### src/rtl/mmio_arbiter_if.sv
// mmio_arbiter_if
//   Bundles the two requester ports and the MMIO register-block port of
//   mmio_arbiter.
//
//   Modports:
//     slave  - arbiter view: it accepts requester transactions and drives
//              the MMIO block (takes mN_* / s_q in, drives acks and s_*).
//     master - environment view: requesters plus the MMIO block model
//              (drives mN_* requests and s_q, observes acks and s_*).
//
//   Signals (N = 0, 1):
//     mN_req, mN_addr[ADDR_W], mN_byteena[4], mN_wdata[32], mN_wren
//     mN_ack, mN_rdata[32]
//     s_address[ADDR_W], s_byteena[4], s_data[32], s_wren, s_clken, s_q[32]

interface mmio_arbiter_if #(
    parameter int ADDR_W = 14
) ();

    logic              m0_req;
    logic [ADDR_W-1:0] m0_addr;
    logic [3:0]        m0_byteena;
    logic [31:0]       m0_wdata;
    logic              m0_wren;
    logic              m0_ack;
    logic [31:0]       m0_rdata;

    logic              m1_req;
    logic [ADDR_W-1:0] m1_addr;
    logic [3:0]        m1_byteena;
    logic [31:0]       m1_wdata;
    logic              m1_wren;
    logic              m1_ack;
    logic [31:0]       m1_rdata;

    logic [ADDR_W-1:0] s_address;
    logic [3:0]        s_byteena;
    logic [31:0]       s_data;
    logic              s_wren;
    logic              s_clken;
    logic [31:0]       s_q;

    modport slave (
        input  m0_req, m0_addr, m0_byteena, m0_wdata, m0_wren,
        output m0_ack, m0_rdata,
        input  m1_req, m1_addr, m1_byteena, m1_wdata, m1_wren,
        output m1_ack, m1_rdata,
        output s_address, s_byteena, s_data, s_wren, s_clken,
        input  s_q
    );

    modport master (
        output m0_req, m0_addr, m0_byteena, m0_wdata, m0_wren,
        input  m0_ack, m0_rdata,
        output m1_req, m1_addr, m1_byteena, m1_wdata, m1_wren,
        input  m1_ack, m1_rdata,
        input  s_address, s_byteena, s_data, s_wren, s_clken,
        output s_q
    );

endinterface

### src/rtl/mmio_arbiter.sv
// mmio_arbiter
//   Two-requester arbiter in front of a single-port MMIO register block.
//   A request seen in IDLE is granted in the same cycle: the winner's
//   address/byte enables/data/write flag are driven straight onto s_* with
//   s_clken=1. The following cycle (RESP) the MMIO read data s_q is
//   returned to the winner together with a one-cycle ack. Throughput is
//   one transaction per two cycles.
//
//   Ports:
//     clock    - rising-edge clock
//     reset_n  - synchronous, active-low reset
//     bus      - mmio_arbiter_if.slave (requesters m0/m1 and MMIO s_*)
//
//   Build option:
//     MMIO_ARB_RR_EN - when defined, contention is resolved round-robin
//                      (the requester not granted last wins); otherwise
//                      m0 has fixed priority over m1 and no pointer exists.
//
//   State table:
//     IDLE | waiting for a request; grants and drives s_* combinationally
//     RESP | MMIO data is valid on s_q; acks the registered winner

module mmio_arbiter #(
    parameter int ADDR_W = 14
) (
    input  logic          clock,
    input  logic          reset_n,
    mmio_arbiter_if.slave bus
);

    typedef enum logic {
        IDLE = 1'b0,
        RESP = 1'b1
    } state_t;

    state_t state_q;
    state_t state_d;

    logic winner_q;
    logic winner_d;

    // Clear for the first cycle after reset so every output stays at zero
    // during that cycle even if requests are already pending.
    logic armed_q;

    logic active;
    logic any_req;
    logic grant_valid;
    logic grant_idx;

    logic [ADDR_W-1:0] addr_sel;
    logic [3:0]        be_sel;
    logic [31:0]       wdata_sel;
    logic              wren_sel;

    // ------------------------------------------------------------------
    // State registers
    // ------------------------------------------------------------------
    always_ff @(posedge clock) begin
        if (!reset_n) begin
            state_q  <= IDLE;
            winner_q <= 1'b0;
            armed_q  <= 1'b0;
        end else begin
            state_q  <= state_d;
            winner_q <= winner_d;
            armed_q  <= 1'b1;
        end
    end

    assign active      = reset_n & armed_q;
    assign any_req     = bus.m0_req | bus.m1_req;
    assign grant_valid = active & (state_q == IDLE) & any_req;

    // ------------------------------------------------------------------
    // Arbitration
    // ------------------------------------------------------------------
`ifdef MMIO_ARB_RR_EN
    // rr_ptr_q names the requester preferred on the next contended grant.
    logic rr_ptr_q;

    always_ff @(posedge clock) begin
        if (!reset_n) begin
            rr_ptr_q <= 1'b0;
        end else if (grant_valid) begin
            rr_ptr_q <= ~grant_idx;
        end
    end

    always_comb begin
        grant_idx = 1'b0;
        if (bus.m0_req && bus.m1_req) begin
            grant_idx = rr_ptr_q;
        end else begin
            grant_idx = ~bus.m0_req;
        end
    end
`else
    always_comb begin
        grant_idx = 1'b0;
        if (!bus.m0_req) begin
            grant_idx = 1'b1;
        end
    end
`endif

    // Winner's request fields, selected by the combinational grant.
    always_comb begin
        addr_sel  = bus.m0_addr;
        be_sel    = bus.m0_byteena;
        wdata_sel = bus.m0_wdata;
        wren_sel  = bus.m0_wren;
        if (grant_idx) begin
            addr_sel  = bus.m1_addr;
            be_sel    = bus.m1_byteena;
            wdata_sel = bus.m1_wdata;
            wren_sel  = bus.m1_wren;
        end
    end

    // ------------------------------------------------------------------
    // Next state and outputs
    // ------------------------------------------------------------------
    always_comb begin
        state_d       = state_q;
        winner_d      = winner_q;
        bus.s_address = '0;
        bus.s_byteena = 4'b0000;
        bus.s_data    = 32'h0;
        bus.s_wren    = 1'b0;
        bus.s_clken   = 1'b0;
        bus.m0_ack    = 1'b0;
        bus.m0_rdata  = 32'h0;
        bus.m1_ack    = 1'b0;
        bus.m1_rdata  = 32'h0;

        case (state_q)
            IDLE: begin
                if (grant_valid) begin
                    state_d       = RESP;
                    winner_d      = grant_idx;
                    bus.s_clken   = 1'b1;
                    bus.s_address = addr_sel;
                    bus.s_byteena = be_sel;
                    bus.s_data    = wdata_sel;
                    bus.s_wren    = wren_sel;
                end
            end

            RESP: begin
                state_d = IDLE;
                // Ack does not look at mN_req: a winner that dropped its
                // request still gets exactly one completion. A reset
                // arriving in this cycle swallows the ack.
                if (reset_n) begin
                    if (winner_q) begin
                        bus.m1_ack   = 1'b1;
                        bus.m1_rdata = bus.s_q;
                    end else begin
                        bus.m0_ack   = 1'b1;
                        bus.m0_rdata = bus.s_q;
                    end
                end
            end

            default: begin
                state_d = IDLE;
            end
        endcase
    end

endmodule

### src/flat_wrapper.sv
// flat-port wrapper written by rule: the top's interface ports become plain ports
module mmio_arbiter_flat 
#(
    parameter int ADDR_W = 14
)
  (clock, reset_n, bus_m0_req, bus_m0_addr, bus_m0_byteena, bus_m0_wdata, bus_m0_wren, bus_m0_ack, bus_m0_rdata, bus_m1_req, bus_m1_addr, bus_m1_byteena, bus_m1_wdata, bus_m1_wren, bus_m1_ack, bus_m1_rdata, bus_s_address, bus_s_byteena, bus_s_data, bus_s_wren, bus_s_clken, bus_s_q);
  mmio_arbiter_if #(.ADDR_W(ADDR_W)) bus_i ();
  input  logic clock;
  input  logic reset_n;
  input wire logic [$bits(bus_i.m0_req)-1:0] bus_m0_req;
  input wire logic [$bits(bus_i.m0_addr)-1:0] bus_m0_addr;
  input wire logic [$bits(bus_i.m0_byteena)-1:0] bus_m0_byteena;
  input wire logic [$bits(bus_i.m0_wdata)-1:0] bus_m0_wdata;
  input wire logic [$bits(bus_i.m0_wren)-1:0] bus_m0_wren;
  output wire logic [$bits(bus_i.m0_ack)-1:0] bus_m0_ack;
  output wire logic [$bits(bus_i.m0_rdata)-1:0] bus_m0_rdata;
  input wire logic [$bits(bus_i.m1_req)-1:0] bus_m1_req;
  input wire logic [$bits(bus_i.m1_addr)-1:0] bus_m1_addr;
  input wire logic [$bits(bus_i.m1_byteena)-1:0] bus_m1_byteena;
  input wire logic [$bits(bus_i.m1_wdata)-1:0] bus_m1_wdata;
  input wire logic [$bits(bus_i.m1_wren)-1:0] bus_m1_wren;
  output wire logic [$bits(bus_i.m1_ack)-1:0] bus_m1_ack;
  output wire logic [$bits(bus_i.m1_rdata)-1:0] bus_m1_rdata;
  output wire logic [$bits(bus_i.s_address)-1:0] bus_s_address;
  output wire logic [$bits(bus_i.s_byteena)-1:0] bus_s_byteena;
  output wire logic [$bits(bus_i.s_data)-1:0] bus_s_data;
  output wire logic [$bits(bus_i.s_wren)-1:0] bus_s_wren;
  output wire logic [$bits(bus_i.s_clken)-1:0] bus_s_clken;
  input wire logic [$bits(bus_i.s_q)-1:0] bus_s_q;
  assign bus_i.m0_req = bus_m0_req;
  assign bus_i.m0_addr = bus_m0_addr;
  assign bus_i.m0_byteena = bus_m0_byteena;
  assign bus_i.m0_wdata = bus_m0_wdata;
  assign bus_i.m0_wren = bus_m0_wren;
  assign bus_m0_ack = bus_i.m0_ack;
  assign bus_m0_rdata = bus_i.m0_rdata;
  assign bus_i.m1_req = bus_m1_req;
  assign bus_i.m1_addr = bus_m1_addr;
  assign bus_i.m1_byteena = bus_m1_byteena;
  assign bus_i.m1_wdata = bus_m1_wdata;
  assign bus_i.m1_wren = bus_m1_wren;
  assign bus_m1_ack = bus_i.m1_ack;
  assign bus_m1_rdata = bus_i.m1_rdata;
  assign bus_s_address = bus_i.s_address;
  assign bus_s_byteena = bus_i.s_byteena;
  assign bus_s_data = bus_i.s_data;
  assign bus_s_wren = bus_i.s_wren;
  assign bus_s_clken = bus_i.s_clken;
  assign bus_i.s_q = bus_s_q;
  mmio_arbiter #(.ADDR_W(ADDR_W)) u_core (.clock(clock), .reset_n(reset_n), .bus(bus_i));
endmodule
### config.mk
export PLATFORM = sky130hd
export DESIGN_NAME = mmio_arbiter_flat
export DESIGN_NICKNAME = d
export VERILOG_FILES = /design/src/rtl/mmio_arbiter_if.sv /design/src/rtl/mmio_arbiter.sv /design/src/flat_wrapper.sv
export SDC_FILE = /design/constraint.sdc
export NUM_CORES = 1
export LEC_CHECK = 0
export CORE_AREA = 8 8 94 96
export DETAILED_ROUTE_END_ITERATION = 16
export DIE_AREA = 0 0 102 104
export GPL_TIMING_DRIVEN = 0
export PLACE_DENSITY = 0.82
export SYNTH_ARGS = -nofsm -noshare
export SYNTH_HDL_FRONTEND = slang
export SYNTH_SLANG_ARGS = --single-unit
### constraint.sdc
create_clock -name clock -period 3.2 [get_ports clock]
set_clock_uncertainty 0.15 [all_clocks]
set_input_delay 0.64 -clock clock [delete_from_list [all_inputs] [get_ports clock]]
set_output_delay 0.64 -clock clock [all_outputs]
set_load 0.05 [all_outputs]
Yosys cells after proc, flatten, opt, wreduce, memory -nomap -nowiden. Cells that the tools add are included. Widths: inputs -> output; s select.

Bits in registers: 3. Input bits: 138. Output and inout port bits: 118. Logic and storage cells: 38.

Muxes and demuxes: 29. Bitwise gates (word level): 5. Reduce and logical (&&, ||, !) cells: 1.

Operators with widths (count): $mux 32 (9); $mux 14 (3); $mux 1 (13); $mux 4 (3); $and 1x1->1 (3); $pmux 1 s2 (1); $reduce_and 2->1 (1); $not 1->1 (1); $or 1x1->1 (1).

Logic depth before layout (Yosys ltp). Gate-level depths: netlist of run 1.

Depth after elaboration: 5. Mapped depth: 4. Mapped depth without buffers: 2.

Worst setup path after synthesis of run 1. No wires, ideal clock.

Kind: in2out. From: in bus_m0_req. To: out bus_s_address[13]. Arrival time: 1.940 ns. Required time: 2.410 ns. Setup slack: 0.470 ns. Cell stages on the path: 3. Buffers on the path: 1. Cells stage by stage: buf_6 nor2_8 nor3_1.

Word-level cells in the longest chain between the ends: 4. Elaborated cells on any way between the ends: 5.

RTL lines: from (decl) (RTL line flat_wrapper.sv:10) `input wire logic [$bits(bus_i.m0_req)-1:0] bus_m0_req;`; $or 1x1->1 (RTL line mmio_arbiter.sv:72) `assign any_req = bus.m0_req | bus.m1_req;`; $and 1x1->1 (RTL line mmio_arbiter.sv:73) `assign grant_valid = active & (state_q == IDLE) & any_req;`; $mux 14 * (RTL line mmio_arbiter.sv:139) `if (grant_valid) begin`; $mux 14 * (RTL line mmio_arbiter.sv:137) `case (state_q)`; to (decl) (RTL line flat_wrapper.sv:24) `output wire logic [$bits(bus_i.s_address)-1:0] bus_s_address;`.

Every way passes the cells marked *; elsewhere a longest branch is shown, timed or not.

Worst setup path after layout of run 1.
From: in reset_n. To: out bus_s_data[11].

Word-level cells in the longest chain between the ends: 5.

RTL lines: from (decl) (RTL line flat_wrapper.sv:9) `input logic reset_n;`; $and 1x1->1 (RTL line mmio_arbiter.sv:71) `assign active = reset_n & armed_q;`; $and 1x1->1 (2 in series) (RTL line mmio_arbiter.sv:73); $mux 32 (RTL line mmio_arbiter.sv:139); $mux 32 (RTL line mmio_arbiter.sv:137); to (decl) (RTL line flat_wrapper.sv:26) `output wire logic [$bits(bus_i.s_data)-1:0] bus_s_data;`.

Every way passes these cells.

==> results of run 1 <==
## path summary, 6_finish.rpt
kind,to,slack [ns],from
max,bus_s_data[11],0.07,reset_n
max reg2reg,u_core.state_q,2.07,u_core.state_q
min reg2reg,u_core.winner_q,0.39,u_core.winner_q
min,u_core.winner_q,0.39,u_core.winner_q
## placed cells by master (no fill, tap or decap), drive strengths merged
cell,count
clkdlybuf4s50,136
dlygate4sd2,67
and2,64
mux2i,51
nor3,51
clkbuf,32
clkdlybuf4s15,23
buf,22
dfxtp,3
nor2,3
nand3b,2
and3b,2
and3,1
o211a,1
## layout make-up
cell class              count  area, sq um  share of cell area
repair buffers            254         2318              0.5405
plain buffers              22        229.0             0.05338
flip-flops and latches      3        60.06             0.01400
clock buffers               4        45.04             0.01050
well taps                 102        127.6             0.02975
multi-input cells         175         1509              0.3518
## worst max-delay path, stage by stage
cell and delay [ns]:
clkdlybuf4s50_1 0.59, nand3b_4 0.20, buf_6 0.21, nor3_2 0.15, clkdlybuf4s15_1 0.53
## state kept, by name (all words and copies together), names as in the netlist
name             cells
u_core.armed_q       1
u_core.winner_q      1
u_core.state_q       1
## metrics by stage
stage          hold slack [ns]  utilization  area, sq um  setup TNS [ns]
2_1_floorplan           0.3376            -         1798               0
4_1_cts                 0.3894       0.5864         4367               0
5_1_grt                 0.4157       0.5759         4289               0
6_report                0.3867       0.5759         4289               0
3_5_place_dp            0.3830       0.6000         4468          -23.47
3_3_place_gp            0.3515       0.6000         4468          -19.91
## layer usage
layer,up-vias,GRT usage
met2,158,0.3251
met1,1061,0.1486
met3,10,0.08768
li1,1212,-
met4,2,0.03358
met5,-,0
## cell families (layout without fill, tap and decap cells)
logic type             count (synthesis)  count (layout)  share of synthesized area
AND/OR/NAND/NOR                      123             123                     0.5498
multiplexers                          51              51                     0.2839
buffers and inverters                 22             280                     0.1273
flip-flops                             3               3                    0.03340
AO/OA/AOI/OAI                          1               1                   0.005567
## power by group
part	internal, mW	switching [mW]
Sequential	0.0399	0.00213
Clock	0.0850	0.0262
Combinational	0.251	0.269
## timing repair
item,CTS,global route
hold buffers,0,0
endpoints found under the setup margin,118,51
gates resized for setup,119,78
hold endpoints to repair,0,0
==> results_tabular.tex, run 1 <==
\begin{tabular}{lr}
\hline
Metric & Value \\
\hline
\multicolumn{2}{l}{\textbf{Outcome}} \\
Run status & finished clean \\
\multicolumn{2}{l}{\textbf{Placed design}} \\
Number of port buffers & between 200 and 300 \\
Dpl hpwl & between 8000 and 9000 um \\
Placed cell count & 556 \\
Worst slack at placement & -0.2881 ns \\
Final RePlAce weighted congestion & 0.8587 \\
\multicolumn{2}{l}{\textbf{STA}} \\
Worst rel slew slack & 0.6240 \\
Unrepaired setup endpoints after global routing & no \\
Slew at the pin closest to its max-slew limit & about 0.57 ns \\
Final Max Tran Viols & 0 \\
Final hold violation count & 0 \\
Count of final setup violators & 0 \\
Highest achievable clock rate & 319.5 MHz \\
Slack of the critical path & 0.07024 ns \\
Fin crit period & between 3 and 4 ns \\
Tcrit/Tclk final & 0.9781 \\
\multicolumn{2}{l}{\textbf{Clock network}} \\
Largest buffer count on any clock path & 2 \\
Number of buffers added by the clock tree synthesis step & 3 \\
Number of clock sinks & 3 \\
CTS Root Buffer Type & clkbuf\_8 \\
CTS clk-pin slew, worst paths & about 0.030 ns \\
TritonCTS clock tree & built \\
Post-CTS setup repair buffer count & 0 \\
Source-to-sink clock delay at the later pin of the worst-skew pair & between 0.2 and 0.25 ns \\
Deepest level of the CTS H-tree & 1 \\
\multicolumn{2}{l}{\textbf{Detailed routing}} \\
Uppermost signal routing layer after detailed routing & met5 \\
First-iteration detailed-routing DRC count & 17 \\
Met1 Wirelength & around 3200 um \\
Average wire length per cell after detail routing & between 15 and 20 um \\
Routed length on met3 & roughly 1400 um \\
Remaining routing DRC violations & 0 \\
Vias & about 2400 \\
Vias/cell & 4.363 \\
Number of iterations in the first detailed-routing pass & 4 \\
Antenna-violating nets left & 0 \\
Met2 wirelength from detailed routing & 5008 um \\
Total wirelength of the detailed-routed design & 9708 um \\
\multicolumn{2}{l}{\textbf{Synthesis}} \\
Most repeated cell in the gate-level netlist after synthesis & and2\_1 \\
Yosys warning count & 0 \\
Number of instances in the synthesized netlist & 200 \\
Cells taking the most area after synthesis & mux2i\_1 (28\%), nor3\_2 (27\%), and2\_1 (22\%) \\
Synthesis-stage register bit count & 3 \\
Unique masters post-synth & 15 \\
Dominant cell type by area after synthesis & mux2i\_1 \\
Commonest cells in the netlist & and2\_1 (64), mux2i\_1 (51), nor3\_2 (49) \\
Post-Synthesis Net Count & between 300 and 400 \\
Mapped Avg Cell Area & roughly 9.0 sq um \\
Top cell type's share of synthesized area & 0.2839 \\
Count of flip-flops with a built-in enable after synthesis & 0 \\
Post-synthesis instance area & 1798 sq um \\
Post-synthesis sequential area ratio & 0.03340 \\
Fraction of registers with async set or reset after synthesis & 0 \\
Top flip-flop cell by instance count after synthesis & dfxtp\_1 \\
\multicolumn{2}{l}{\textbf{Power and ir drop}} \\
Lkg Pwr & roughly 2.1 nW \\
Overall power consumption & approximately 670 uW \\
Peak supply drop & about 0.1 mV \\
Pwr dens & $\sim$160 nW/um\^{}2 \\
\multicolumn{2}{l}{\textbf{Critical path}} \\
Required time reported for the critical path endpoint & approximately 2.4 ns \\
Worst Setup End Kind & output port \\
Arrival @ worst endpoint & 2.34 ns \\
Path depth of the worst reg2reg path & 3 \\
Worst Setup Path Type & primary input to output port \\
Crit-path max FO & 10 \\
Worst setup SP type & primary input \\
\multicolumn{2}{l}{\textbf{Layout}} \\
Post-Layout Cell Count & 560 \\
Diodes inserted & 0 \\
Share of cells above drive strength 1 & 0.2314 \\
Number of nets at the end of the flow & 597 \\
Area delta synth->final & 138.6\% \\
Filler Cell Count & between 700 and 800 \\
\multicolumn{2}{l}{\textbf{Floorplan}} \\
Area inside the core boundary & 7447 sq um \\
Die outline height & around 100 um \\
Horizontal die dimension & between 100 and 150 um \\
Row count & 32 \\
Area of the die & around 11000 sq um \\
Starting utilization of the core area & 0.2414 \\
Ports & between 200 and 300 \\
\multicolumn{2}{l}{\textbf{Global routing}} \\
Global-route wire length before repair & roughly 14000 um \\
Global-route usage over all layers & 0.1690 \\
Number of global-route vias before repair & approximately 2700 \\
Pin count of the biggest net entering global routing & 11 \\
Antenna violations before repair & 1 \\
Remaining global-route overflow & 0 \\
\multicolumn{2}{l}{\textbf{Min path}} \\
Hold depth & 1 \\
Path class of the lowest-slack min-delay path & flop to flop \\
\multicolumn{2}{l}{\textbf{Job}} \\
Max-cap violation count & 0 \\
\hline
\end{tabular}
Note: power is estimated with default switching activity, not from simulation.
==> run 2, diff against run 1 <==
--- a/config.mk
+++ b/config.mk
@@ -5,7 +5,9 @@
 export SDC_FILE = /design/constraint.sdc
 export NUM_CORES = 1
 export LEC_CHECK = 0
+export CAP_MARGIN = 40
 export CORE_AREA = 8 8 94 96
+export CTS_CLUSTER_SIZE = 12
 export DETAILED_ROUTE_END_ITERATION = 16
 export DIE_AREA = 0 0 102 104
 export GPL_TIMING_DRIVEN = 0
==> results of run 2 <==
Final layout, timing and power as in run 1 (identical DEF).
